[src/rtl/sm_colour_scan_ctrl.sv]
// sm_colour_scan_ctrl: start-triggered colour-sensor measurement sequencer.
// Steps the filter select through red, green, blue (and clear when the
// SM_COLOUR_CLEAR_PHASE_EN macro is defined). Each phase is a settle gap
// followed by a counting window. The per-channel edge counts are published
// through a valid/ready handshake.
//
// Handshake: valid is high exactly while the FSM sits in DONE. A result
// transfers on any clock edge where valid and ready are both high. The
// consumer may hold ready high early, and the transfer then happens on the
// first DONE cycle. ready is ignored in every other state.
module sm_colour_scan_ctrl #(
    parameter int unsigned WINDOW = 100000,
    parameter int unsigned SETTLE = 1000
) (
    input  logic        clk_50,
    input  logic        rst_n,
    input  logic        start,
    input  logic        auto_run,
    input  logic [1:0]  scale,
    input  logic        freq,
    input  logic        ready,
    output logic        s0,
    output logic        s1,
    output logic        s2,
    output logic        s3,
    output logic        busy,
    output logic [1:0]  phase,
    output logic [15:0] count_red,
    output logic [15:0] count_green,
    output logic [15:0] count_blue,
    output logic [15:0] count_clear,
    output logic [3:0]  ovf,
    output logic        valid,
    output logic [1:0]  dbg_state
);

    typedef enum logic [1:0] {
        ST_IDLE   = 2'd0,
        ST_SETTLE = 2'd1,
        ST_COUNT  = 2'd2,
        ST_DONE   = 2'd3
    } state_e;

`ifdef SM_COLOUR_CLEAR_PHASE_EN
    localparam logic [1:0] LAST_PHASE = 2'd3;
`else
    localparam logic [1:0] LAST_PHASE = 2'd2;
`endif

    // The timers load length-1 and end the state on the cycle they read zero.
    localparam logic [31:0] SETTLE_M1 = 32'(SETTLE - 1);
    localparam logic [31:0] WIN_M1    = 32'(WINDOW - 1);

    state_e            state_q, state_d;
    logic [1:0]        phase_q, phase_d;
    logic [1:0]        scale_q, scale_d;
    logic [31:0]       timer_q, timer_d;
    logic [15:0]       work_q, work_d;
    logic [3:0]        ovf_work_q, ovf_work_d;
    logic [3:0][15:0]  shadow_q, shadow_d;
    logic [3:0][15:0]  count_q, count_d;
    logic [3:0]        ovf_q, ovf_d;
    logic [2:0]        freq_sync_q;

    logic              edge_pulse;
    logic [15:0]       work_inc;
    logic              ovf_hit;

    // Bit 0 and bit 1 form the synchroniser. Bit 2 delays one more cycle
    // so that a rising edge can be detected.
    assign edge_pulse = freq_sync_q[1] & ~freq_sync_q[2];

    // Saturating increment of the working counter for this cycle's edge pulse.
    always_comb begin
        work_inc = work_q;
        ovf_hit  = 1'b0;
        if (edge_pulse) begin
            if (work_q == 16'hFFFF) begin
                ovf_hit = 1'b1;
            end else begin
                work_inc = work_q + 16'd1;
            end
        end
    end

    // Next-state logic for the sequencer, the timers and the result registers.
    always_comb begin
        state_d    = state_q;
        phase_d    = phase_q;
        scale_d    = scale_q;
        timer_d    = timer_q;
        work_d     = work_q;
        ovf_work_d = ovf_work_q;
        shadow_d   = shadow_q;
        count_d    = count_q;
        ovf_d      = ovf_q;

        case (state_q)
            ST_IDLE: begin
                if (start) begin
                    state_d    = ST_SETTLE;
                    phase_d    = 2'd0;
                    scale_d    = scale;
                    timer_d    = SETTLE_M1;
                    work_d     = 16'd0;
                    ovf_work_d = 4'd0;
                end
            end
            ST_SETTLE: begin
                // Edge pulses are dropped here because work_d is not touched.
                if (timer_q == 32'd0) begin
                    state_d = ST_COUNT;
                    timer_d = WIN_M1;
                end else begin
                    timer_d = timer_q - 32'd1;
                end
            end
            ST_COUNT: begin
                work_d = work_inc;
                if (ovf_hit) begin
                    ovf_work_d[phase_q] = 1'b1;
                end
                if (timer_q == 32'd0) begin
                    // The final window cycle's pulse is included through work_inc.
                    shadow_d[phase_q] = work_inc;
                    work_d            = 16'd0;
                    if (phase_q == LAST_PHASE) begin
                        state_d = ST_DONE;
                        count_d = shadow_d;
                        ovf_d   = ovf_work_d;
                    end else begin
                        state_d = ST_SETTLE;
                        phase_d = phase_q + 2'd1;
                        timer_d = SETTLE_M1;
                    end
                end else begin
                    timer_d = timer_q - 32'd1;
                end
            end
            ST_DONE: begin
                if (ready) begin
                    if (auto_run) begin
                        state_d    = ST_SETTLE;
                        phase_d    = 2'd0;
                        scale_d    = scale;
                        timer_d    = SETTLE_M1;
                        work_d     = 16'd0;
                        ovf_work_d = 4'd0;
                    end else begin
                        state_d = ST_IDLE;
                    end
                end
            end
            default: begin
                state_d = ST_IDLE;
            end
        endcase
    end

    // State and data registers, with synchronous active-low reset.
    always_ff @(posedge clk_50) begin
        if (!rst_n) begin
            state_q     <= ST_IDLE;
            phase_q     <= 2'd0;
            scale_q     <= 2'b11;
            timer_q     <= 32'd0;
            work_q      <= 16'd0;
            ovf_work_q  <= 4'd0;
            shadow_q    <= '0;
            count_q     <= '0;
            ovf_q       <= 4'd0;
            freq_sync_q <= 3'd0;
        end else begin
            state_q     <= state_d;
            phase_q     <= phase_d;
            scale_q     <= scale_d;
            timer_q     <= timer_d;
            work_q      <= work_d;
            ovf_work_q  <= ovf_work_d;
            shadow_q    <= shadow_d;
            count_q     <= count_d;
            ovf_q       <= ovf_d;
            freq_sync_q <= {freq_sync_q[1:0], freq};
        end
    end

    // Filter select decode: red 00, green 11, blue 01, clear 10.
    always_comb begin
        s2 = 1'b0;
        s3 = 1'b0;
        case (phase_q)
            2'd1:    begin s2 = 1'b1; s3 = 1'b1; end
            2'd2:    begin s2 = 1'b0; s3 = 1'b1; end
            2'd3:    begin s2 = 1'b1; s3 = 1'b0; end
            default: begin s2 = 1'b0; s3 = 1'b0; end
        endcase
    end

    assign s0          = scale_q[1];
    assign s1          = scale_q[0];
    assign busy        = (state_q != ST_IDLE);
    assign valid       = (state_q == ST_DONE);
    assign phase       = phase_q;
    assign dbg_state   = state_q;
    assign count_red   = count_q[0];
    assign count_green = count_q[1];
    assign count_blue  = count_q[2];
    assign count_clear = count_q[3];
    assign ovf         = ovf_q;

endmodule

[config.mk]
export PLATFORM = sky130hd
export DESIGN_NAME = sm_colour_scan_ctrl
export DESIGN_NICKNAME = d
export VERILOG_FILES = /design/src/rtl/sm_colour_scan_ctrl.sv
export SDC_FILE = /design/constraint.sdc
export NUM_CORES = 1
export LEC_CHECK = 0
export CAP_MARGIN = 5
export CORE_ASPECT_RATIO = 1.5
export CORE_MARGIN = 10
export CORE_UTILIZATION = 49
export DETAILED_ROUTE_END_ITERATION = 6
export PLACE_DENSITY = 0.71
export SYNTH_ARGS = -nofsm -noshare
export SYNTH_HDL_FRONTEND = slang
export SYNTH_SLANG_ARGS = --single-unit
[constraint.sdc]
create_clock -name clk_50 -period 7.99 [get_ports clk_50]
set_clock_uncertainty 0.15 [all_clocks]
set_input_delay 1.598 -clock clk_50 [delete_from_list [all_inputs] [get_ports clk_50]]
set_output_delay 1.598 -clock clk_50 [all_outputs]
set_load 0.02 [all_outputs]
-- Yosys cells after proc, flatten, opt, wreduce, memory -nomap -nowiden
Index checks and enable logic that the tools add are counted.
W data, S select, Z words.
- bitwise logic cells: 3
- eq/ne operators: 14
- mux-type cells: 45
- $add $sub $neg: 3
- reductions and logical operators: 15
- magnitude comparators: 2
- operators with widths (kind ; number):
    $mux W32 ; 6
    $pmux W32 S4 ; 1
    $mux W16 ; 7
    $bwmux W64 ; 1
    $pmux W16 S3 ; 1
    $demux W16 S2 ; 1
    $logic_not A32 Y1 ; 1
    $sub A32 B1 Y32 const B ; 1
    $mux W2 ; 13
    $add A16 B1 Y16 const B ; 1
    $eq A16 B16 Y1 const B ; 1
    $mux W4 ; 4
    $reduce_and A4 Y1 ; 4
    $ne A2 B2 Y1 const B ; 6
    $pmux W4 S3 ; 1
    $eq A2 B2 Y1 const B ; 4
    $pmux W2 S4 ; 1
    $mux W1 ; 6
    $pmux W2 S3 ; 1
    $reduce_and A6 Y1 ; 1
    $eq A2 B1 Y1 const B ; 2
    $or A4 B4 Y4 ; 1
    $pmux W2 S2 ; 1
    $reduce_bool A2 Y1 ; 2
    other kinds (13) ; 14
- flip-flop bits (word level): 193
- word-level logic and storage cells: 98
- output and inout bits: 78

-- Logic depth before layout (Yosys ltp)
- word-level depth: 7
- depth in mapped cells: 10
- gate-level depth less buffers: 7

-- Worst setup path before layout
OpenSTA, ideal clock, no wires.
- path type: input-to-reg
- start: input port ready
- end: register timer_q[11]
- path slack: 4.816 ns
- stages: 5
- arrival time: 2.958 ns
- setup time: 0.066 ns
- cell sequence: a21boi_0 -> or2_2 -> or4_1 -> or3_1 -> a21oi_2
- longest elaborated chain between the ends: 2
- RTL lines (what ; RTL line ; RTL):
    start, declared ; 21 ; input logic ready,
    $ne A2 B2 Y1 (no line) ; n/a ;
    $reduce_and A4 Y1 (no line) ; n/a ;
    end signal, assigned ; 177 ; timer_q <= timer_d;
    end, declared ; 57 ; logic [31:0] timer_q, timer_d;
Every way passes these cells.
A chain may end at the register's enable or synchronous reset.

-- Worst setup path in the final report
- start: register timer_q[0]
- end: register count_q (netlist bit count_red[2])
- longest elaborated chain between the ends: 2
- RTL lines (what ; RTL line ; RTL):
    $logic_not A32 Y1 ; 123 ; if (timer_q == 32'd0) begin
    $reduce_and A3 Y1 (no line) ; n/a ;
    end signal, assigned ; 181 ; count_q <= count_d;
    end, declared ; 61 ; logic [3:0][15:0] count_q, count_d;
Every way passes these cells.

==> out/results.txt <==
Initial antenna violation count: 0
Hold WC Path Type: reg -> reg
Number of synthesized register bits: 177
Ratio of cells with drive above 1 in the final layout: 0.0845
Largest net degree at the start of global routing: 85
Total number of vias: 7,231
CP dominant cell by count: nand3_1
FFs w/ async S/R, synth: 0
WP data required: 8.18 ns
Post-CTS Resized: 0
CP Class: reg -> reg
Die X: 124 µm
RePlAce Congestion: 0.901
Layout Cells excl Fill: 1,165
CTS H-tree depth: 4
Largest family of logic cells by synthesized area: compound AO/OA/AOI/OAI gates
Area contributors post-synth: dfxtp_1 44%, a21oi_1 6.0%, o21ai_0 5.7%
PD cells: 256 nW/µm²
Fin crit share: 0.520
Core area: 16,100 µm²
Most numerous cell in the Yosys netlist: dfxtp_1
DP HPWL: 15,100 µm
Startpoint type of the worst setup path: flip-flop
Synth Flop Type: dfxtp_1
Nets: 965
TritonRoute pass-1 iters: 6
Synth warn: 0
Total wire length: 23,000 µm
Xor/xnor cell area share of the yosys netlist: 0.0164
IO Count: 86
Mux contribution to synthesized area: 0.0293
Syn_nets: 928
Cell count after synthesis: 909
Vias in the first global route: 6,630
Post-synth EDFFs: 0
Slew margin rel.: 0.253
Cell breakdown of the critical path: inv_1 > ha_1 > nor4b_1 > nand3_1 > nor4_4 > buf_4 > nand3_1 > o211ai_1
Max Freq: 241 MHz
Synth Area in Simple Gates: 0.211
Maximum vdd drop: 0.000166 V
Site Rows: 57
Num CTS Buffers: 17
Sink Count: 177
Synthesis-to-finish area growth: 17.9%
Synth cell types: 61
First-pass GRT wire length: 36,200 µm
DRT iter0 DRCs: 727
Residual DRC: 0
# setup viols final: 0
Vias/cell: 6.21
Root buffer cell: clkbuf_16
Final-report max-slew violation count: 0
Max Cap Viol: 0
RSZ-0062 raised after global routing: no
Synth Area in Compound Gates: 0.236
Fin area: 9460 µm²
Worst-margin pin slew: 1.12 ns
Worst Path Arrival: 4.34 ns
Netlist Area Pre-Place: 8020 µm²
Synth Area per Inst: 8.82 µm²
Post-route setup TNS: 0 ns
Crit path max fanout: 77
Routed len/inst: 19.7 µm
Final hold vios: 0
Post-synthesis adder-cell area fraction: 0.0172
Time the worst path needs with I/O delays and setup: 4.16 ns
Cells after DPL: 1,133
Leading post-synthesis cells by instance count: 177 x dfxtp_1, 96 x a21oi_1, 92 x o21ai_0
Gr usage total: 0.198
Ant diodes: 0
CTS tree: done
Total global routing overflow: 0
Clock-pin slew on the worst setup and hold paths: 0.07 ns
DP Area: 8880 µm²
Routed Antenna Nets: 0
Status: completed
Slowest stage delay, CP: 0.65 ns
Clock Path Buffers: 2
Initial core utilization: 0.497
Post-synth top area cell: dfxtp_1
Setup crit end kind: flip-flop
Worst skew pair latency: 0.43 ns
Die area: 22,000 µm²
Leakage power: 3.09 nW
Yosys top cell area share: 0.442
Number of port buffers: 85
Cts hold-fix bufs: 0
Seq/Total Area, Yosys: 0.442
Slowest cell on crit path: nand3_1
Postcts setup bufs: 0
Die Y: 177 µm
[per-stage QoR]
| stage | util | hold slack, ns | setup WS [ns] | power (mW) |
|---|---|---|---|---|
| after global placement | 0.551 | 0.275 | 3.94 | 1.59 |
| final | 0.587 | 0.293 | 3.83 | 2.42 |
| after detailed placement | 0.551 | 0.268 | 3.87 | 1.60 |
| after global routing | 0.587 | 0.320 | 3.42 | 2.53 |
| after floorplan | - | 0.262 | 4.82 | 1.44 |
| after CTS | 0.587 | 0.295 | 3.90 | 2.41 |
[path summary, 6_finish.rpt]
check	start	endpoint	slack, ns	cells after the start
max reg2reg	timer_q[0]	count_red[2]	3.83	8
max	timer_q[0]	count_red[2]	3.83	8
min	freq_sync_q[0]	freq_sync_q[1]	0.29	1
min reg2reg	freq_sync_q[0]	freq_sync_q[1]	0.29	1
[registers in the layout, summed over array words and instances (netlist names), 3 cells and up]
signal,cells
count_green,16
ovf_work_q,4
count_blue,16
count_clear,16
count_red,16
timer_q,32
ovf,4
shadow_q,48
freq_sync_q,3
work_q,16
[placed cells by master (no fill, tap or decap), types with 5 or more instances in the layout]
cell             netlist  layout
o221a_2                5       5
ha_1                  11      11
xnor2_1                7       7
a21oi_1               96      96
o41ai_1                5       5
nand3_1               55      55
nand2_1               44      44
mux2i_1               19      19
a31oi_1                7       7
xor2_1                 8       8
or2_2                  8       8
a21oi_2                8       8
nor2b_1                5       5
nor3_1                16      15
o211ai_1              45      45
o21ai_0               92      92
clkdlybuf4s50_1        0      84
nand4_1               12      12
buf_4                  0      11
nand4b_1              37      37
clkbuf_16              0      17
dfxtp_1              177     177
or3_1                 19      19
inv_6                  0       6
nand2b_1               5       5
nor4_1                13      10
and2_1                 6       6
or4_1                 17      17
o31ai_1               14      14
inv_1                 13      13
nor2_1                31      31
[power by group]
group | internal (mW) | leakage, nW | switching [mW]
Sequential | 0.925 | 1.43 | 0.0538
Clock | 0.439 | 0.275 | 0.383
Combinational | 0.215 | 1.39 | 0.402
Total | 1.58 | 3.09 | 0.838
[area by class of cell]
cell class | instances | area (µm²)
Clock buffer | 17 | 425
Clock inverter | 15 | 146
Fill cell | 1481 | 6660
Inverter | 13 | 48.8
Multi-Input combinational cell | 642 | 4110
Sequential cell | 177 | 3540
Tap cell | 206 | 258
Timing Repair Buffer | 95 | 923
[cells by family after synthesis]
| logic type | Yosys count |
|---|---|
| buffers and inverters | 90 |
| DFF | 177 |
| adders and majority gates | 11 |
| xor gates and xnor gates | 15 |
| and+or+nand+nor | 287 |
| AOI/OAI and AO/OA | 306 |
| muxes | 23 |
[routing by layer]
layer | wire length, µm | global-route usage
met1 | 9780 | 0.236
met2 | 11500 | 0.342
met3 | 1110 | 0.0417
met4 | 627 | 0.0759
met5 | 0 | 0
[critical path, delay by kind of cell, from the launching register on]
kind | cells | cell delay, ns
adders and majority gates | 1 | 0.22
AOI/OAI and AO/OA | 1 | 0.36
and+or+nand+nor | 4 | 2.25
DFF | 1 | 0.35
buffers and inverters | 2 | 0.66
No activity file was read; power rests on OpenSTA's default activity.
